$ cat config.mk
export PLATFORM = sky130hd
export DESIGN_NAME = vga_scan13
export DESIGN_NICKNAME = d
export VERILOG_FILES = /design/src/rtl/vga_pkg.sv /design/src/rtl/vga_palette.sv /design/src/rtl/vga_scan13.sv
export SDC_FILE = /design/constraint.sdc
export NUM_CORES = 2
export LEC_CHECK = 0
export BUFFER_PORTS_ARGS = -buffer_cell sky130_fd_sc_hd__buf_2
export CAP_MARGIN = 40
export CELL_PAD_IN_SITES_DETAIL_PLACEMENT = 2
export CELL_PAD_IN_SITES_GLOBAL_PLACEMENT = 2
export CORE_ASPECT_RATIO = 1.75
export CORE_MARGIN = 3
export CORE_UTILIZATION = 36
export CTS_CLUSTER_DIAMETER = 50
export DETAILED_ROUTE_END_ITERATION = 7
export GPL_TIMING_DRIVEN = 0
export PLACE_DENSITY = 0.62
export SLEW_MARGIN = 10
export SYNTH_ARGS = -nofsm -noshare
export SYNTH_HDL_FRONTEND = slang
export SYNTH_MEMORY_MAX_BITS = 65536
export SYNTH_SLANG_ARGS = --single-unit
$ cat constraint.sdc
create_clock -name clock -period 10.8 [get_ports clock]
set_input_delay 1.08 -clock clock [delete_from_list [all_inputs] [get_ports clock]]
set_output_delay 1.08 -clock clock [all_outputs]
set_load 0.05 [all_outputs]
$ cat src/rtl/vga_pkg.sv
// Shared raster timing, framebuffer geometry and palette entry layout for the
// 640x480 scanout path.
package vga_pkg;

    localparam logic [17:0] BASE = 18'h00000;

    localparam int H_VIS   = 640;
    localparam int H_FP    = 16;
    localparam int H_SYNC  = 96;
    localparam int H_BP    = 48;
    localparam int H_TOTAL = H_VIS + H_FP + H_SYNC + H_BP;

    localparam int V_VIS   = 480;
    localparam int V_FP    = 10;
    localparam int V_SYNC  = 2;
    localparam int V_BP    = 33;
    localparam int V_TOTAL = V_VIS + V_FP + V_SYNC + V_BP;
    localparam int V_TOP   = 40;

    localparam int FB_W    = 320;
    localparam int FB_H    = 200;

    typedef struct packed {
        logic [5:0] r;
        logic [5:0] g;
        logic [5:0] b;
    } pal_entry_t;

endpackage

$ cat src/rtl/vga_palette.sv
// 256x18 colour lookup with a synchronous read port and a DAC-style
// write sequencer (index, component counter, R/G staging).
module vga_palette
    import vga_pkg::*;
(
    input  logic       clock,
    input  logic       reset_n,
    input  logic       pal_wi,
    input  logic       pal_wd,
    input  logic [7:0] pal_d,
    input  logic [7:0] rd_addr,
    input  logic       rd_clr,
    output pal_entry_t rd_q
);

    pal_entry_t mem [256];

    logic [7:0] idx;
    logic [1:0] cnt;
    logic [5:0] hold_r;
    logic [5:0] hold_g;
    logic       commit;

    // Only the blue write touches the RAM, so a half-loaded entry never shows.
    assign commit = pal_wd && !pal_wi && (cnt == 2'd2);

    always_ff @(posedge clock) begin
        if (reset_n && commit)
            mem[idx] <= {hold_r, hold_g, pal_d[5:0]};
    end

    always_ff @(posedge clock) begin
        if (!reset_n) begin
            idx    <= 8'd0;
            cnt    <= 2'd0;
            hold_r <= 6'd0;
            hold_g <= 6'd0;
            rd_q   <= '0;
        end else begin
            rd_q <= rd_clr ? pal_entry_t'('0) : mem[rd_addr];
            if (pal_wi) begin
                idx <= pal_d;
                cnt <= 2'd0;
            end else if (pal_wd) begin
                case (cnt)
                    2'd0: begin
                        hold_r <= pal_d[5:0];
                        cnt    <= 2'd1;
                    end
                    2'd1: begin
                        hold_g <= pal_d[5:0];
                        cnt    <= 2'd2;
                    end
                    default: begin
                        cnt <= 2'd0;
                        idx <= idx + 8'd1;
                    end
                endcase
            end
        end
    end

endmodule

$ cat src/rtl/vga_scan13.sv
// Pixel-doubled 320x200 framebuffer scanout into a 640x480@60 raster,
// three clocks from counter state to pins.
module vga_scan13 #(
    parameter logic [17:0] BASE   = vga_pkg::BASE,
    parameter int          H_VIS  = vga_pkg::H_VIS,
    parameter int          H_FP   = vga_pkg::H_FP,
    parameter int          H_SYNC = vga_pkg::H_SYNC,
    parameter int          H_BP   = vga_pkg::H_BP,
    parameter int          V_VIS  = vga_pkg::V_VIS,
    parameter int          V_FP   = vga_pkg::V_FP,
    parameter int          V_SYNC = vga_pkg::V_SYNC,
    parameter int          V_BP   = vga_pkg::V_BP,
    parameter int          V_TOP  = vga_pkg::V_TOP,
    parameter int          PIC_H  = vga_pkg::FB_H
) (
    input  logic        clock,
    input  logic        reset_n,
    output logic [17:0] a,
    input  logic [7:0]  i,
    input  logic        pal_wi,
    input  logic        pal_wd,
    input  logic [7:0]  pal_d,
    output logic [5:0]  r,
    output logic [5:0]  g,
    output logic [5:0]  b,
    output logic        hs,
    output logic        vs,
    output logic        vretrace
);
    import vga_pkg::*;

    localparam logic [9:0] H_LAST = 10'(H_VIS + H_FP + H_SYNC + H_BP - 1);
    localparam logic [9:0] H_ACT  = 10'(H_VIS);
    localparam logic [9:0] H_SS   = 10'(H_VIS + H_FP);
    localparam logic [9:0] H_SE   = 10'(H_VIS + H_FP + H_SYNC - 1);
    localparam logic [9:0] V_LAST = 10'(V_VIS + V_FP + V_SYNC + V_BP - 1);
    localparam logic [9:0] V_RET  = 10'(V_VIS);
    localparam logic [9:0] V_SS   = 10'(V_VIS + V_FP);
    localparam logic [9:0] V_SE   = 10'(V_VIS + V_FP + V_SYNC - 1);
    localparam logic [9:0] V_PIC0 = 10'(V_TOP);
    localparam logic [9:0] V_PIC1 = 10'(V_TOP + 2 * PIC_H);

    logic [9:0] hc;
    logic [9:0] vc;
    logic [9:0] sy;
    logic       act0, hs0, vs0;
    logic       act1, hs1, vs1;
    logic       act2, hs2, vs2;
    pal_entry_t pal_q;

    always_ff @(posedge clock) begin
        if (!reset_n) begin
            hc <= 10'd0;
            vc <= 10'd0;
        end else if (hc == H_LAST) begin
            hc <= 10'd0;
            vc <= (vc == V_LAST) ? 10'd0 : vc + 10'd1;
        end else begin
            hc <= hc + 10'd1;
        end
    end

    assign act0     = (hc < H_ACT) && (vc >= V_PIC0) && (vc < V_PIC1);
    assign hs0      = !((hc >= H_SS) && (hc <= H_SE));
    assign vs0      = !((vc >= V_SS) && (vc <= V_SE));
    assign sy       = (vc - V_PIC0) >> 1;
    assign vretrace = (vc >= V_RET);

    // Framebuffer stride is 320 = 256 + 64, so the row offset is two shifts.
    always_ff @(posedge clock) begin
        if (!reset_n) begin
            a    <= BASE;
            act1 <= 1'b0;
            hs1  <= 1'b1;
            vs1  <= 1'b1;
            act2 <= 1'b0;
            hs2  <= 1'b1;
            vs2  <= 1'b1;
            hs   <= 1'b1;
            vs   <= 1'b1;
        end else begin
            if (act0)
                a <= BASE + (18'(sy) << 8) + (18'(sy) << 6) + 18'(hc >> 1);
            act1 <= act0;
            hs1  <= hs0;
            vs1  <= vs0;
            act2 <= act1;
            hs2  <= hs1;
            vs2  <= vs1;
            hs   <= hs2;
            vs   <= vs2;
        end
    end

    // The palette output register doubles as the r/g/b pin stage; blank clears it.
    vga_palette u_pal (
        .clock   (clock),
        .reset_n (reset_n),
        .pal_wi  (pal_wi),
        .pal_wd  (pal_wd),
        .pal_d   (pal_d),
        .rd_addr (i),
        .rd_clr  (!act2),
        .rd_q    (pal_q)
    );

    assign r = pal_q.r;
    assign g = pal_q.g;
    assign b = pal_q.b;

endmodule

==> flow_metrics.env <==
export IMPL_status="complete, no violations"
export IMPL_place_congestion=0.922
export IMPL_clock_fmax_mhz=184
export IMPL_rr_endpoint="u_pal.mem[180][13]"
export IMPL_clk_latency_ps=1030
export IMPL_critPathTopFamily="buffers and inverters"
export IMPL_nFillCells=45600
export IMPL_instances_no_fill=15900
export IMPL_synth_enable_flop_cells=4608
export IMPL_floorplan_core_area_um2=496000
export IMPL_power_density_nw_per_um2=178
export IMPL_grt_usage=0.276
export IMPL_layout_commonest_cell="edfxtp_1"
export IMPL_clk_pin_slew_worst_paths_ps=70
export IMPL_cts_hold_buf=0
export IMPL_ys_types=60
export IMPL_cp_max_fo=11
export IMPL_clockBufferDepth=4
export IMPL_antenna_found_initial=77
export IMPL_maxSlewViolCount=0
export IMPL_hold_class="input port to flop"
export IMPL_crit_slowest_cell="nor4_1"
export IMPL_crit_buf_inv=5
export IMPL_vias=94000
export IMPL_fin_skew_ps=55.3
export IMPL_grt_pass1_vias=99600
export IMPL_hold_viol_final=0
export IMPL_seq_area_frac_synth=0.782
export IMPL_min_delay_start="pal_d[7]"
export IMPL_grtUsageMet2=0.479
export IMPL_drive_gt1_frac=0.322
export IMPL_r2r_start="u_pal.cnt[1]"
export IMPL_num_nets_final=8871
export IMPL_finalSetupViolations=0
export IMPL_ir_drop_uv=153
export IMPL_cp_start_kind="input port"
export IMPL_worstPathCellList="buf_2, nor2_1, clkbuf_1, nand2_2, clkbuf_2, clkbuf_1, o22ai_1, nor4_1, o311ai_1, buf_2, nand4_1"
export IMPL_worst_slew_pin_slew_ps=1070
export IMPL_drt_total_wl_um=718000
export IMPL_holdPathEnd="u_pal.idx[7]"
export IMPL_portBuffers=51
export IMPL_start_util=0.361
export IMPL_multi_input_area_um2=38400
export IMPL_grt_busiest_layer="met2"
export IMPL_regArea_um2=140000
export IMPL_root_buffer="clkbuf_16"
export IMPL_clkSinkCount=4694
export IMPL_crit_required_ps=11660
export IMPL_ant_nets=0
export IMPL_leakage_uw=0.0605
export IMPL_placed_cells=14900
export IMPL_boundaryPins=59
export IMPL_hold_slack_ps=315
export IMPL_grt_ovfl_total=0
export IMPL_cts_setup_buffers=0
export IMPL_final_area_um2=211000
export IMPL_dr_pass1_iters=8
export IMPL_r2r_cells=7
export IMPL_end_kind="flop"
export IMPL_grt_max_degree=114
export IMPL_min_period_ps=5440
export IMPL_async_reset_ff_frac=0
export IMPL_min_period_over_period=0.504
export IMPL_die_y_um=939
export IMPL_critPathMaxStageDelay_ps=780
export IMPL_synth_warnings=0
export IMPL_p_total_uw=37600
export IMPL_std_cell_rows=342
export IMPL_met3_usage=0.0455
export IMPL_drc=0
export IMPL_whs_path_depth=3
export IMPL_syn_inst=7921
export IMPL_cts_resized=0
export IMPL_drt_iter0_markers=12000
export IMPL_arrival_ps=6300
export IMPL_ctsHtreeMaxLevel=5
export IMPL_avgSynthCellArea_um2=22.6
export IMPL_via_per_inst=5.91
export IMPL_synthFlopType="edfxtp_1"
export IMPL_synth_nets=7967
export IMPL_finalSetupTns_ps=0
export IMPL_syn_area_um2=179000
export IMPL_layout_common_cells="edfxtp_1 (4608), mux4_2 (1206), clkbuf_16 (433)"
export IMPL_path_class="input port to flop"
export IMPL_rsz0062_at_grt="false"
export IMPL_fp_dieW_um=539
export IMPL_avgRoutedWirePerCell_um=45.1
export IMPL_ys_ff_latch=4694
export IMPL_slew_headroom=0.282
export IMPL_maxCapViolations=0
export IMPL_place_hpwl_um=501000
export IMPL_tritoncts="built"
export IMPL_rrSetupSlack_ps=6280
export IMPL_grt_pass1_wl_um=944000
export IMPL_post_dp_cell_area_um2=196000
export IMPL_numCtsBuffers=424
export IMPL_syn2layout_area_growth_pct=17.8
export IMPL_crit_start="i[6]"
export IMPL_dieArea_um2=506000
export IMPL_met1_usage=0.285
==> power breakdown <==
group	total, µW	switching (µW)	internal, µW
Sequential	19900	20.4	19900
Combinational	1800	1240	561
Clock	15900	7350	8530
Total	37600	8600	29000
==> logic make-up (layout without fill, tap and decap cells) <==
| group | Yosys count | in the layout | share of synthesized area |
|---|---|---|---|
| AOI/OAI and AO/OA | 498 | 498 | 0.0181 |
| xor gates and xnor gates | 32 | 32 | 0.00157 |
| adders and majority gates | 27 | 27 | 0.00196 |
| buffers and inverters | 459 | 1712 | 0.0125 |
| DFF | 4694 | 4694 | 0.782 |
| muxes | 1413 | 1413 | 0.164 |
| other | 0 | 197 | 0 |
| and+or+nand+nor | 798 | 798 | 0.0198 |
==> worst register-to-register path, stage by stage (launching register included) <==
cell      delay [ps]
dfxtp_1          360
nand2_1          210
or3_1            500
nor2_1           680
nand2_1          780
clkbuf_1         550
buf_8            290
nor2_4           700
==> routing by layer <==
metal	share of wire	wire length [µm]
met4	0.11	78200
met1	0.32	227000
met2	0.51	369000
met3	0.060	43400
met5	0.00013	92
==> cell type report <==
| type | count | area share |
|---|---|---|
| antenna | 197 | 0.00234 |
| sequential | 4694 | 0.664 |
| buffer | 441 | 0.0106 |
| clock inverter | 266 | 0.0124 |
| inverter | 18 | 0.000320 |
| multi-input combinational | 2768 | 0.182 |
| timing repair buffer | 478 | 0.0359 |
| tap | 6536 | 0.0388 |
| clock buffer | 509 | 0.0535 |
==> cells in the mapped netlist, types with 15 or more instances <==
cell / instances / share of area
a22oi_1: 36 / 0.0015
edfxtp_1: 4608 / 0.77
mux2_2: 56 / 0.0035
xnor2_1: 15 / 0.00073
and3_1: 58 / 0.0020
o22ai_1: 218 / 0.0076
a22o_1: 18 / 0.00088
nor3_1: 47 / 0.0013
buf_4: 41 / 0.0017
nand3_1: 19 / 0.00053
ha_1: 24 / 0.0017
nor2_1: 482 / 0.010
dfxtp_1: 86 / 0.0096
o21ai_0: 83 / 0.0023
o211ai_1: 19 / 0.00080
buf_2: 128 / 0.0036
buf_6: 26 / 0.0016
buf_1: 60 / 0.0013
nor4_1: 20 / 0.00070
a211oi_1: 37 / 0.0016
inv_1: 18 / 0.00038
xor2_1: 17 / 0.00083
nand4_1: 24 / 0.00084
mux2i_1: 151 / 0.0084
nand2b_1: 31 / 0.0011
o311ai_1: 18 / 0.00088
clkbuf_1: 186 / 0.0039
a2111oi_0: 18 / 0.00088
nand2_1: 73 / 0.0015
a21oi_1: 35 / 0.00098
mux4_2: 1206 / 0.15
==> registers in the layout, summed over array words and instances (netlist names), 2 cells and up <==
register and cells:
u_pal.mem 4608, a 18, u_pal.rd_q 18, hc 10, vc 10, u_pal.idx 8, u_pal.hold_g 6, u_pal.hold_r 6
u_pal.cnt 2
==> worst max path at each step <==
stage | slack, ps | cells past startpoint | end
2_1_floorplan | 6550 | 0 | u_pal.mem[0][10]
3_3_place_gp | 740 | 0 | u_pal.mem[200][10]
3_5_place_dp | 4570 | 11 | u_pal.rd_q[13]
4_1_cts | 5640 | 11 | u_pal.rd_q[13]
5_1_grt | 5590 | 12 | u_pal.rd_q[13]
6_report | 5360 | 11 | u_pal.rd_q[13]
==> stage by stage <==
step / util / setup WS [ps]
finish: 0.426 / 5360
global route: 0.426 / 5590
CTS: 0.424 / 5640
detailed placement: 0.396 / 4570
global placement: 0.378 / 740
floorplan: - / 6550
Power figures use the tool's default switching activity.
